## src/rtl/load_scoreboard_if.sv

```systemverilog
// Decode-side handshake between the decode stage and the load scoreboard:
// the instruction being offered for issue, the load writeback port, and
// the stall/fire answer returned to decode.
interface load_scoreboard_if;
    logic       flush;
    logic       issue_valid;
    logic       issue_uses_rs1;
    logic       issue_uses_rs2;
    logic [4:0] issue_rs1;
    logic [4:0] issue_rs2;
    logic [4:0] issue_rd;
    logic       issue_is_reg_write;
    logic       issue_is_load;
    logic       wb_valid;
    logic [4:0] wb_reg;
    logic       issue_stall;
    logic       issue_fire;

    // Decode side: offers instructions and load writebacks, receives the verdict.
    modport master (
        output flush, issue_valid, issue_uses_rs1, issue_uses_rs2,
               issue_rs1, issue_rs2, issue_rd, issue_is_reg_write,
               issue_is_load, wb_valid, wb_reg,
        input  issue_stall, issue_fire
    );

    // Scoreboard side.
    modport slave (
        input  flush, issue_valid, issue_uses_rs1, issue_uses_rs2,
               issue_rs1, issue_rs2, issue_rd, issue_is_reg_write,
               issue_is_load, wb_valid, wb_reg,
        output issue_stall, issue_fire
    );
endinterface

```

## src/rtl/load_scoreboard.sv

```systemverilog
// Load scoreboard: remembers the destination registers of loads that have
// left decode but not yet written back, and stalls decode on RAW/WAW hazards
// against them or when the pending table is full. A writeback arriving in the
// same cycle as the hazard check is treated as already resolved, since the
// writeback bypass supplies that data.
module load_scoreboard #(
    parameter  int MAX_OUTSTANDING = 4,
    localparam int CNT_W           = $clog2(MAX_OUTSTANDING + 1)
) (
    input  logic               clk,
    input  logic               rst,
    load_scoreboard_if.slave   sb,
    output logic [31:0]        pending_mask,
    output logic [CNT_W-1:0]   outstanding
);

    logic [31:0]      pending_q,     pending_d;
    logic [CNT_W-1:0] outstanding_q, outstanding_d;

    logic [31:0]      eff_pending;
    logic [CNT_W-1:0] outstanding_after_wb;
    logic             wb_clear;
    logic             raw1, raw2, waw, full;
    logic             is_tracked_load;
    logic             stall;
    logic             fire;
    logic             set;

    // Hazard evaluation against the pending table as seen after this cycle's writeback.
    always_comb begin
        // NOTE: every signal gets a default before any conditional update so no latch is inferred.
        wb_clear = sb.wb_valid && (sb.wb_reg != 5'd0) && pending_q[sb.wb_reg];

        eff_pending = pending_q;
        if (wb_clear) begin
            eff_pending[sb.wb_reg] = 1'b0;
        end

        outstanding_after_wb = outstanding_q - CNT_W'(wb_clear);

        is_tracked_load = sb.issue_is_load && sb.issue_is_reg_write && (sb.issue_rd != 5'd0);

        raw1 = sb.issue_uses_rs1 && (sb.issue_rs1 != 5'd0) && eff_pending[sb.issue_rs1];
        raw2 = sb.issue_uses_rs2 && (sb.issue_rs2 != 5'd0) && eff_pending[sb.issue_rs2];
        waw  = sb.issue_is_reg_write && (sb.issue_rd != 5'd0) && eff_pending[sb.issue_rd];
        full = is_tracked_load && (outstanding_after_wb == CNT_W'(MAX_OUTSTANDING));

        // Flush only withholds acceptance; the stall itself reflects hazards alone.
        stall = sb.issue_valid && (raw1 || raw2 || waw || full);
        fire  = sb.issue_valid && !stall && !sb.flush;
        set   = fire && is_tracked_load;
    end

    // Next pending table and count: clear the written-back register, then set the
    // newly issued load so a same-register set/clear leaves the new load pending.
    always_comb begin
        pending_d = pending_q;
        if (wb_clear) begin
            pending_d[sb.wb_reg] = 1'b0;
        end
        if (set) begin
            pending_d[sb.issue_rd] = 1'b1;
        end
        pending_d[0] = 1'b0;

        outstanding_d = outstanding_q;
        case ({set, wb_clear})
            2'b10:   outstanding_d = outstanding_q + CNT_W'(1);
            2'b01:   outstanding_d = outstanding_q - CNT_W'(1);
            default: outstanding_d = outstanding_q;
        endcase
    end

    // State registers with synchronous reset that drops all pending loads.
    always_ff @(posedge clk) begin
        // NOTE: sequential state uses non-blocking assignments so all flops update together.
        if (rst) begin
            pending_q     <= '0;
            outstanding_q <= '0;
        end else begin
            pending_q     <= pending_d;
            outstanding_q <= outstanding_d;
        end
    end

    assign sb.issue_stall = stall;
    assign sb.issue_fire  = fire;
    assign pending_mask   = pending_q;
    assign outstanding    = outstanding_q;

endmodule

```

## src/flat_wrapper.sv

```systemverilog
// flat-port wrapper written by rule: the top's interface ports become plain ports
module load_scoreboard_flat 
#(
    parameter  int MAX_OUTSTANDING = 4,
    localparam int CNT_W           = $clog2(MAX_OUTSTANDING + 1)
)
  (clk, rst, pending_mask, outstanding, sb_flush, sb_issue_valid, sb_issue_uses_rs1, sb_issue_uses_rs2, sb_issue_rs1, sb_issue_rs2, sb_issue_rd, sb_issue_is_reg_write, sb_issue_is_load, sb_wb_valid, sb_wb_reg, sb_issue_stall, sb_issue_fire);
  load_scoreboard_if sb_i ();
  input  logic clk;
  input  logic rst;
  output logic [31:0] pending_mask;
  output logic [CNT_W-1:0] outstanding;
  input wire logic [$bits(sb_i.flush)-1:0] sb_flush;
  input wire logic [$bits(sb_i.issue_valid)-1:0] sb_issue_valid;
  input wire logic [$bits(sb_i.issue_uses_rs1)-1:0] sb_issue_uses_rs1;
  input wire logic [$bits(sb_i.issue_uses_rs2)-1:0] sb_issue_uses_rs2;
  input wire logic [$bits(sb_i.issue_rs1)-1:0] sb_issue_rs1;
  input wire logic [$bits(sb_i.issue_rs2)-1:0] sb_issue_rs2;
  input wire logic [$bits(sb_i.issue_rd)-1:0] sb_issue_rd;
  input wire logic [$bits(sb_i.issue_is_reg_write)-1:0] sb_issue_is_reg_write;
  input wire logic [$bits(sb_i.issue_is_load)-1:0] sb_issue_is_load;
  input wire logic [$bits(sb_i.wb_valid)-1:0] sb_wb_valid;
  input wire logic [$bits(sb_i.wb_reg)-1:0] sb_wb_reg;
  output wire logic [$bits(sb_i.issue_stall)-1:0] sb_issue_stall;
  output wire logic [$bits(sb_i.issue_fire)-1:0] sb_issue_fire;
  assign sb_i.flush = sb_flush;
  assign sb_i.issue_valid = sb_issue_valid;
  assign sb_i.issue_uses_rs1 = sb_issue_uses_rs1;
  assign sb_i.issue_uses_rs2 = sb_issue_uses_rs2;
  assign sb_i.issue_rs1 = sb_issue_rs1;
  assign sb_i.issue_rs2 = sb_issue_rs2;
  assign sb_i.issue_rd = sb_issue_rd;
  assign sb_i.issue_is_reg_write = sb_issue_is_reg_write;
  assign sb_i.issue_is_load = sb_issue_is_load;
  assign sb_i.wb_valid = sb_wb_valid;
  assign sb_i.wb_reg = sb_wb_reg;
  assign sb_issue_stall = sb_i.issue_stall;
  assign sb_issue_fire = sb_i.issue_fire;
  load_scoreboard #(.MAX_OUTSTANDING(MAX_OUTSTANDING)) u_core (.clk(clk), .rst(rst), .sb(sb_i), .pending_mask(pending_mask), .outstanding(outstanding));
endmodule
```

## config.mk

```make
export PLATFORM = sky130hd
export DESIGN_NAME = load_scoreboard_flat
export DESIGN_NICKNAME = d
export VERILOG_FILES = /design/src/rtl/load_scoreboard_if.sv /design/src/rtl/load_scoreboard.sv /design/src/flat_wrapper.sv
export SDC_FILE = /design/constraint.sdc
export NUM_CORES = 1
export LEC_CHECK = 0
export ABC_AREA = 1
export BUFFER_PORTS_ARGS = -buffer_cell sky130_fd_sc_hd__buf_2
export CAP_MARGIN = 5
export CORE_MARGIN = 2
export CORE_UTILIZATION = 25
export CTS_CLUSTER_DIAMETER = 60
export DETAILED_ROUTE_END_ITERATION = 10
export HOLD_SLACK_MARGIN = 0.02
export PLACE_DENSITY = 0.41
export SLEW_MARGIN = 15
export SYNTH_ARGS = -nofsm -noshare
export SYNTH_HDL_FRONTEND = slang
export SYNTH_SLANG_ARGS = --single-unit
```

## constraint.sdc

```tcl
create_clock -name clk -period 10.3 [get_ports clk]
set_input_delay 1.03 -clock clk [delete_from_list [all_inputs] [get_ports clk]]
set_output_delay 1.03 -clock clk [all_outputs]
set_load 0.01 [all_outputs]
```

==> results.py <==
metrics = {
    "outcome": {
        "status": "finished, final reports clean",
    },
    "place": {
        "dp.cells": 895,
        "port_buffers": 64,
        "place_ws_ps": 4850,
        "hpwl_mm": 12.5,
        "gp_congestion": 0.842,
    },
    "cts": {
        "cts_tree": "built",
        "cts-root-buf": "clkbuf_16",
        "clk_pin_slew_ps": 60,
        "cts.repair.resized": 0,
        "cts.sinks": 34,
        "insertion_delay_ps": 280,
        "htreeDepth": 2,
        "cts_buffer_depth": 2,
        "cts_setup_buffers": 0,
        "holdBufCountCts": 0,
        "cts_buffers": 5,
    },
    "timing": {
        "setup_slack_ps": 4860,
        "timing.setup.tns_ps": 0,
        "hold_slack_ps": 478,
        "slew_viol_final": 0,
        "maxSlewHeadroom_pct": 33.7,
        "worst_pin_slew_ps": 994,
        "fin_skew_ps": 3.30,
        "setup-violations-final": 0,
        "hold_viol": 0,
        "finalCriticalPeriod_ps": 5440,
        "max_freq_mhz": 184,
        "post-route-period-util_pct": 52.8,
        "grt_setup_unrepaired": "no",
    },
    "logic_synthesis": {
        "synth_edf_count": 0,
        "yosysTopAreaCell": "nand2_1",
        "synth.most_common_cell": "nand2_1",
        "yosys.area.top_type_share_pct": 22.9,
        "ys_seq_elements": 34,
        "synth-main-ff-cell": "dfxtp_1",
        "synth.distinct_cells": 25,
        "postSynthCellCount": 684,
        "synth_area_per_cell_um2": 5.24,
        "yosysWarnings": 0,
        "syn-num-nets": 716,
        "synth_common_cells": "219 x nand2_1, 155 x nand3_1, 66 x nor2_1",
        "yosys-top-cells-area": "nand2_1 23%, nand3_1 22%, dfxtp_1 19%",
        "netlist_area_um2": 3590,
        "async_flop_share_pct": 0,
        "yosysSeqAreaShare_pct": 19.0,
    },
    "global_route": {
        "grt.overflow.total": 0,
        "grtUsageTotal_pct": 20.6,
        "grt_antenna_before_repair": 0,
        "grt_pass1_wl_mm": 24.0,
        "grt_pass1_vias": 4280,
        "grt_max_degree": 35,
    },
    "detailed_routing": {
        "vias": 4683,
        "drt_iter0_drc": 488,
        "ant_nets": 0,
        "routed_wl_mm": 15.6,
        "drc": 0,
        "post_drt_wl_per_cell_um": 17.3,
        "first_pass_iters": 5,
        "via_per_inst": 5.19,
    },
    "setup_path": {
        "critPathMaxStageDelay_ps": 430,
        "crit_required_ps": 9270,
        "crit_path_max_fanout": 32,
        "start_kind": "input port",
        "cp.arrival_ps": 4410,
        "crit_type": "in -> out",
        "ff2ff_setup_slack_ps": 5910,
        "crit_family": "simple AND/OR/NAND/NOR gates",
        "path_cells": "buf_2 > inv_4 > nor2_1 > nand2_1 > nand3_1 > nand2_1 > nand2_1 > nor2_1 > nand2_2 > nand2_2 > inv_1 > ha_1 > nand2_1 > a21oi_1 > o21ai_0 > nor2_1 > nor2_1 > nand2_1 > nor4_1 > buf_2",
        "path_buf_inv": 4,
        "endpoint_kind": "output port",
        "crit_path_frequent_cell": "nand2_1",
        "slowest_stage": "nand2_2",
    },
    "finish": {
        "num-fill-cells": 1661,
        "drive_gt1_share_pct": 10.8,
        "nets": 754,
        "stdcell_count": 903,
        "area_growth_pct": 14.9,
        "n_antenna_cell": 0,
    },
    "run": {
        "maxCapViolCount": 0,
    },
    "hold_path": {
        "hp-class": "reg -> reg",
    },
    "floorplanning": {
        "die_area_um2": 15300,
        "die_w_um": 124,
        "die_h_um": 124,
        "fp-row-count": 43,
        "initial_core_util_pct": 25.7,
        "ios": 66,
        "core-area_um2": 13900,
    },
    "power_and_ir_drop": {
        "cellLeakagePower_nw": 1.82,
        "ir_worst_vdd_mv": 0.0560,
        "powerDensity_nw_per_um2": 88.7,
    },
}
-- worst paths after layout --
path | startpoint | endpoint | cells past startpoint
setup / recovery | sb_wb_reg[0] | sb_issue_fire | 20
hold / removal | u_core.outstanding[0] | u_core.outstanding[0] | 2
setup reg to reg | u_core.pending_mask[24] | u_core.outstanding[2] | 27
hold reg to reg | u_core.outstanding[0] | u_core.outstanding[0] | 2
-- where the power goes --
part           leakage (nW)  internal [mW]  total (mW)  switching (mW)
registers             0.274          0.132       0.133        0.000655
logic                  1.48         0.0192      0.0767          0.0575
clock network        0.0739         0.0960       0.156          0.0599
-- tightest hold or removal path, delay by kind of cell (launching register included) --
family / cells / cell delay [ps]
compound gates: 1 / 50
flops: 1 / 320
simple gates: 1 / 60
-- final cells by class --
class	instances	area [um^2]	area share (%)
Tap cell	180	225	5.47
Multi-Input combinational cell	548	2480	60.2
Timing Repair Buffer	65	328	7.96
Clock inverter	1	5.00	0.121
Clock buffer	7	143	3.46
Inverter	68	258	6.26
Sequential cell	34	681	16.5
-- metrics by stage --
| step | power (mW) | util, % | cell area (um^2) |
|---|---|---|---|
| 2_1_floorplan | 0.189 | - | 3590 |
| 3_3_place_gp | 0.212 | 28.5 | 3970 |
| 3_5_place_dp | 0.212 | 28.5 | 3970 |
| 4_1_cts | 0.369 | 29.6 | 4120 |
| 5_1_grt | 0.382 | 29.6 | 4120 |
| 6_report | 0.365 | 29.6 | 4120 |
-- kinds of logic after synthesis --
kind of cell	share of synthesized area, %
buffers and inverters	11.9
and+or+nand+nor	59.9
other	0.105
adders and majority gates	1.26
AOI/OAI and AO/OA	7.88
DFF	19.0
-- registers in the layout, indices dropped and copies added (netlist names) --
register	flops
u_core.pending_mask	31
u_core.outstanding	3
-- placed cells by master, fill, tap and decap left out, types with 3 or more instances in the layout --
master / count
nand2_1: 219
nand3_1: 155
nor2_1: 65
inv_1: 64
buf_2: 64
a21oi_1: 39
dfxtp_1: 34
nand4_1: 33
o21ai_0: 13
nor3_1: 11
clkbuf_16: 5
clkinv_1: 3
-- layer usage --
metal / track usage, % / up-vias / share of wire (%)
met5: 0 / - / 0
met4: 5.11 / 0 / 1.5
met3: 2.75 / 14 / 8.1
met2: 33.0 / 226 / 45
met1: 29.0 / 2114 / 45
li1: - / 2329 / -
No activity file was read; power rests on OpenSTA's default activity.
